[config.mk]
export PLATFORM = sky130hd
export DESIGN_NAME = algo_2r1w_b781_rdpath
export DESIGN_NICKNAME = d
export VERILOG_FILES = /design/src/rtl/algo_2r1w_b781_pkg.sv /design/src/rtl/algo_2r1w_b781_fwdpipe.sv /design/src/rtl/algo_2r1w_b781_rdpath.sv
export SDC_FILE = /design/constraint.sdc
export NUM_CORES = 1
export LEC_CHECK = 0
export ABC_AREA = 1
export CAP_MARGIN = 20
export CORE_MARGIN = 2
export CORE_UTILIZATION = 54
export CTS_BUF_LIST = sky130_fd_sc_hd__clkbuf_4
export DETAILED_ROUTE_END_ITERATION = 12
export PLACE_DENSITY_LB_ADDON = 0.08
export SYNTH_ARGS = -nofsm -noshare
export SYNTH_HDL_FRONTEND = slang
export SYNTH_HIERARCHICAL = 1
export SYNTH_SLANG_ARGS = --single-unit
[constraint.sdc]
create_clock -name clk -period 3.25 [get_ports clk]
set_clock_uncertainty 0.15 [all_clocks]
set_input_delay 0.65 -clock clk [delete_from_list [all_inputs] [get_ports clk]]
set_output_delay 0.65 -clock clk [all_outputs]
set_load 0.1 [all_outputs]
[src/rtl/algo_2r1w_b781_pkg.sv]
// rtl/algo_2r1w_b781_pkg.sv - shared defaults, forwarding entry type and merge helper for the b781 read path
package algo_2r1w_b781_pkg;

    localparam int DEF_WIDTH    = 15;
    localparam int DEF_BITADDR  = 8;
    localparam int DEF_NUMRDPRT = 2;
    localparam int DEF_T1_DELAY = 2;
    localparam int DEF_FLOPOUT  = 0;

    // One in-flight read: valid, which bits come from the same-cycle write, and that write's data.
    typedef struct packed {
        logic                 vld;
        logic [DEF_WIDTH-1:0] mask;
        logic [DEF_WIDTH-1:0] data;
    } fwd_ent_t;

    // Memory data where the mask is clear, forwarded write data where it is set.
    function automatic logic [DEF_WIDTH-1:0] merge(
        input logic [DEF_WIDTH-1:0] m,
        input logic [DEF_WIDTH-1:0] d,
        input logic [DEF_WIDTH-1:0] k
    );
        return (m & ~k) | (d & k);
    endfunction

endpackage

[src/rtl/algo_2r1w_b781_fwdpipe.sv]
// rtl/algo_2r1w_b781_fwdpipe.sv - one read port: write-hit compare, latency-matched entry pipe, return merge
module algo_2r1w_b781_fwdpipe
    import algo_2r1w_b781_pkg::*;
#(
    parameter int WIDTH    = DEF_WIDTH,
    parameter int BITADDR  = DEF_BITADDR,
    parameter int T1_DELAY = DEF_T1_DELAY
) (
    input  logic               clk,
    input  logic               rst,
    input  logic               issue,
    input  logic [BITADDR-1:0] rd_adr,
    input  logic               write,
    input  logic [BITADDR-1:0] wr_adr,
    input  logic [WIDTH-1:0]   din,
    input  logic [WIDTH-1:0]   bw,
    input  logic [WIDTH-1:0]   mem_dout,
    output logic               vld,
    output logic [WIDTH-1:0]   dout
);

    // Same field layout as fwd_ent_t, sized by this instance's WIDTH.
    typedef struct packed {
        logic             vld;
        logic [WIDTH-1:0] mask;
        logic [WIDTH-1:0] data;
    } ent_t;

    ent_t ent_in;
    ent_t stage [T1_DELAY];
    ent_t ret;

    // Build the entry at issue: the memory returns pre-write data, so a same-address write is carried along.
    always_comb begin
        ent_in      = '0;
        ent_in.vld  = issue;
        ent_in.mask = (issue && write && (rd_adr == wr_adr)) ? bw : '0;
        ent_in.data = din;
    end

    // Shift entries in lockstep with the memory latency; reset drops everything in flight.
    always_ff @(posedge clk) begin
        if (!rst) begin
            for (int i = 0; i < T1_DELAY; i++) begin
                stage[i].vld <= 1'b0;
            end
        end else begin
            stage[0] <= ent_in;
            for (int i = 1; i < T1_DELAY; i++) begin
                stage[i] <= stage[i-1];
            end
        end
    end

    // Combine returning memory data with any forwarded write bits.
    always_comb begin
        ret  = stage[T1_DELAY-1];
        vld  = ret.vld;
        dout = (mem_dout & ~ret.mask) | (ret.data & ret.mask);
    end

endmodule

[src/rtl/algo_2r1w_b781_rdpath.sv]
// rtl/algo_2r1w_b781_rdpath.sv - 2R1W b781 port steering, write-through forwarding and optional output register
module algo_2r1w_b781_rdpath
    import algo_2r1w_b781_pkg::*;
#(
    parameter int WIDTH    = DEF_WIDTH,
    parameter int BITADDR  = DEF_BITADDR,
    parameter int NUMRDPRT = DEF_NUMRDPRT,
    parameter int T1_DELAY = DEF_T1_DELAY,
    parameter int FLOPOUT  = DEF_FLOPOUT
) (
    input  logic                        clk,
    input  logic                        rst,
    input  logic                        flopout_en,
    input  logic [NUMRDPRT-1:0]         read,
    input  logic [NUMRDPRT*BITADDR-1:0] rd_adr,
    input  logic                        write,
    input  logic [BITADDR-1:0]          wr_adr,
    input  logic [WIDTH-1:0]            din,
    input  logic [WIDTH-1:0]            bw,
    output logic                        t1_readB,
    output logic [BITADDR-1:0]          t1_addrB,
    input  logic [WIDTH-1:0]            t1_doutB,
    output logic                        t1_readC,
    output logic [BITADDR-1:0]          t1_addrC,
    input  logic [WIDTH-1:0]            t1_doutC,
    output logic                        t1_writeA,
    output logic [BITADDR-1:0]          t1_addrA,
    output logic [WIDTH-1:0]            t1_dinA,
    output logic [WIDTH-1:0]            t1_bwA,
    output logic [NUMRDPRT*WIDTH-1:0]   rd_dout,
    output logic [NUMRDPRT-1:0]         rd_vld
);

    logic [NUMRDPRT-1:0]       pipe_vld;
    logic [WIDTH-1:0]          pipe_dout [NUMRDPRT];
    logic [NUMRDPRT-1:0]       comb_vld;
    logic [NUMRDPRT*WIDTH-1:0] comb_dout;
    logic [NUMRDPRT-1:0]       flop_vld;
    logic [NUMRDPRT*WIDTH-1:0] flop_dout;

    // Steer port 0 to B, port 1 to C, the write to A; strobes are held off while in reset.
    always_comb begin
        t1_readB  = read[0] & rst;
        t1_addrB  = rd_adr[0 +: BITADDR];
        t1_readC  = read[1] & rst;
        t1_addrC  = rd_adr[BITADDR +: BITADDR];
        t1_writeA = write & rst;
        t1_addrA  = wr_adr;
        t1_dinA   = din;
        t1_bwA    = bw;
    end

    for (genvar p = 0; p < NUMRDPRT; p++) begin : g_port
        algo_2r1w_b781_fwdpipe #(
            .WIDTH    (WIDTH),
            .BITADDR  (BITADDR),
            .T1_DELAY (T1_DELAY)
        ) u_fwdpipe (
            .clk      (clk),
            .rst      (rst),
            .issue    (read[p] & rst),
            .rd_adr   (rd_adr[p*BITADDR +: BITADDR]),
            .write    (t1_writeA),
            .wr_adr   (wr_adr),
            .din      (din),
            .bw       (bw),
            .mem_dout ((p == 0) ? t1_doutB : t1_doutC),
            .vld      (pipe_vld[p]),
            .dout     (pipe_dout[p])
        );
    end

    // Unregistered result: data is zeroed on ports without a valid return.
    always_comb begin
        comb_vld  = '0;
        comb_dout = '0;
        for (int p = 0; p < NUMRDPRT; p++) begin
            comb_vld[p] = pipe_vld[p] & rst;
            if (comb_vld[p]) begin
                comb_dout[p*WIDTH +: WIDTH] = pipe_dout[p];
            end
        end
    end

    // Optional output stage: loads only when enabled, otherwise holds and the returning entry is lost.
    always_ff @(posedge clk) begin
        if (!rst) begin
            flop_vld  <= '0;
            flop_dout <= '0;
        end else if (flopout_en) begin
            flop_vld  <= comb_vld;
            flop_dout <= comb_dout;
        end
    end

    // Select the registered or direct result; outputs read as zero while in reset.
    always_comb begin
        if (FLOPOUT != 0) begin
            rd_vld  = rst ? flop_vld  : '0;
            rd_dout = rst ? flop_dout : '0;
        end else begin
            rd_vld  = comb_vld;
            rd_dout = comb_dout;
        end
    end

endmodule

==> summary.md <==
| Metric | Value |
|---|---|
| Core Rows | `39` |
| Placed Area | `between 0.007 and 0.008 mm²` |
| Fin. Hold Viols | `0` |
| Syn. warnings | `6` |
| Largest registers | `g_port.u_fwdpipe/stage x124` |
| Worst-Margin Slew | `0.860 ns` |
| Setup bufs post-CTS | `0` |
| Worst path top cell family by delay | `buffers and inverters` |
| Initial antenna violation count | `1` |
| PwrDens | `461 mW/mm²` |
| Synth Instances | `614` |
| Unrepaired setup endpoints after global routing | `no` |
| # hold bufs at CTS | `0` |
| CP bufs+invs | `3` |
| Most flop-heavy register | `g_port.u_fwdpipe/stage` |
| Worst setup EP type | `primary output` |
| Register bit total from synthesis | `124` |
| Root buf cell | `clkbuf_4` |
| Via count | `4130` |
| Num Clock Sinks | `124` |
| Final setup fails | `0` |
| CP max-delay cell | `buf_4` |
| First-pass GRT wire length | `18500 µm` |
| Overall power | `3.79 mW` |
| Fmax achieved | `380 MHz` |
| Fin Hold WS | `0.275 ns` |
| CTS clk-pin slew, worst paths | `0.10 ns` |
| Placer Congestion | `0.770` |
| Synthesized cell area | `just over 0.006 mm²` |
| Distinct cells, synth | `16` |
| 1st-pass router iterations | `6` |
| Total CTS buffers | `17` |
| P&R area growth vs syn | `32.5%` |
| Die width | `~110 µm` |
| Core Area | `0.0113 mm²` |
| Vias/cell | `4.60` |
| Routed wire length | `roughly 12000 µm` |
| Remaining DRCs | `0` |
| Worst endpoint required time | `~2.5 ns` |
| Input/output buffers | `~180` |
| Starting Density | `54.8%` |
| Hold Path Class | `flop to flop` |
| CTS tree | `yes` |
| GRT Total Usage | `a little under a fifth` |
| Crit path cell chain | `clkbuf_8 > nand2_1 > buf_4 > nor2_1 > buf_12` |
| Post-Syn Nets | `704` |
| DRT iter0 DRCs | `207` |
| Setup TNS | `0 ns` |
| Clk buf depth | `2` |
| Arr. time, crit path | `1.83 ns` |
| Vias in the first global route | `3986` |
| Status | `finished clean` |
| Crit Path Class | `primary input to primary output` |
| Max-slew violations | `0` |
| Total die area | `between 0.01 and 0.015 mm²` |
| Die Span Y | `~110 µm` |
| Pre-CTS WS | `0.627 ns` |
| Largest net degree at the start of global routing | `192` |
| Worst relative slew slack | `42.7%` |
| Post-DP HPWL | `8380 µm` |
| Routed length per instance | `between 10 and 15 µm` |
| Crit path time final | `2.63 ns` |
| Maximum VDD drop | `0.244 mV` |
| Design Area, Final | `0.00822 mm²` |
| Antenna viol nets, final | `0` |
| Clock Latency Late Sink | `roughly 0.48 ns` |
| CP Max Fanout | `31` |
| Static leakage | `3.95 nW` |
| Final worst setup slack | `roughly 0.62 ns` |
| Crit path launch type | `primary input` |
| Share of cells above drive strength 1 | `24.2%` |
| CTS HTree Levels | `4` |
| Net count, final | `a little over 800` |
| CTS resizes | `0` |
| Number of flip-flops in the largest register | `124` |
| Mean Syn Cell Area | `10.1 µm²` |
| I/O pin count | `179` |
| Final worst path period share | `80.9%` |
| Worst path max stage delay | `roughly 0.25 ns` |
| GRT overflow | `0` |
| Register area share after synthesis | `59.4%` |
| Max Cap Violations | `0` |
==> logic make-up after synthesis <==
family        Yosys count  share of synthesized area, %
mux                    30                          5.44
simple gates          231                          16.9
buf+inv               223                          17.5
flops                 124                          59.4
xor+xnor                6                         0.847
==> cell usage in the layout (no fill, tap or decap), drive strengths merged <==
master and instances:
xnor2 6, clkbuf 19, dfxtp 4, bufinv 4, mux2 30, buf 93, nor2 38, clkdlybuf4s50 87
nor3 30, nand2 159, diode 1, nand3 4, inv 150, edfxtp 120, clkinvlp 5, clkinv 4
==> synthesized netlist by cell type (all sizes together) <==
master	number	share of area, %
xnor2	6	0.85
nand3	4	0.65
edfxtp	120	58
inv	149	9.0
mux2	30	5.4
dfxtp	4	1.3
nand2	159	9.6
clkbuf	8	0.48
nor3	30	4.2
buf	66	8.0
nor2	38	2.4
==> layout make-up <==
class / instances / area [µm²]
Multi-Input combinational cell: 267 / 1440
Antenna cell: 1 / 2.50
Inverter: 149 / 559
Tap cell: 143 / 179
Sequential cell: 124 / 3680
Timing Repair Buffer: 181 / 2030
Clock inverter: 14 / 194
Fill cell: 822 / 3100
Clock buffer: 18 / 135
==> tightest hold or removal path, delay by kind of cell (launching register included) <==
kind | cells | cell delay (ns)
buf+inv | 1 | 0.03
flops | 1 | 0.31
simple gates | 1 | 0.05
==> metal layers <==
| layer | vias up | routed length [µm] | GRT usage, % |
|---|---|---|---|
| met5 | - | 0 | 0 |
| met4 | 0 | 124 | 6.09 |
| met3 | 8 | 806 | 6.72 |
| met2 | 158 | 5760 | 31.8 |
| met1 | 1874 | 4920 | 23.6 |
| li1 | 2090 | - | - |
==> final timing paths <==
check	cells after the start	slack, ns	end	start
hold / removal	2	0.27	g_port[0].u_fwdpipe/stage[0][61]	g_port[0].u_fwdpipe/stage[0][30]
hold reg to reg	2	0.27	g_port[0].u_fwdpipe/stage[0][61]	g_port[0].u_fwdpipe/stage[0][30]
setup / recovery	5	0.62	rd_dout[24]	rst
setup reg to reg	2	2.33	g_port[0].u_fwdpipe/stage[0][47]	g_port[0].u_fwdpipe/stage[0][16]
==> metrics by stage <==
stage / cells / util (%)
global route: 897 / 72.6
finish: 897 / 72.6
CTS: 896 / 72.6
detailed placement: 864 / 69.7
global placement: 864 / 69.7
floorplan: 614 / -
==> where the power goes <==
part | total [mW] | leakage (nW) | switching (mW) | internal, mW
clock | 1.18 | 0.161 | 0.556 | 0.620
sequential | 1.88 | 1.23 | 0.0275 | 1.86
combinational | 0.733 | 2.56 | 0.501 | 0.233
total | 3.79 | 3.95 | 1.08 | 2.71
Power figures use the tool's default switching activity.
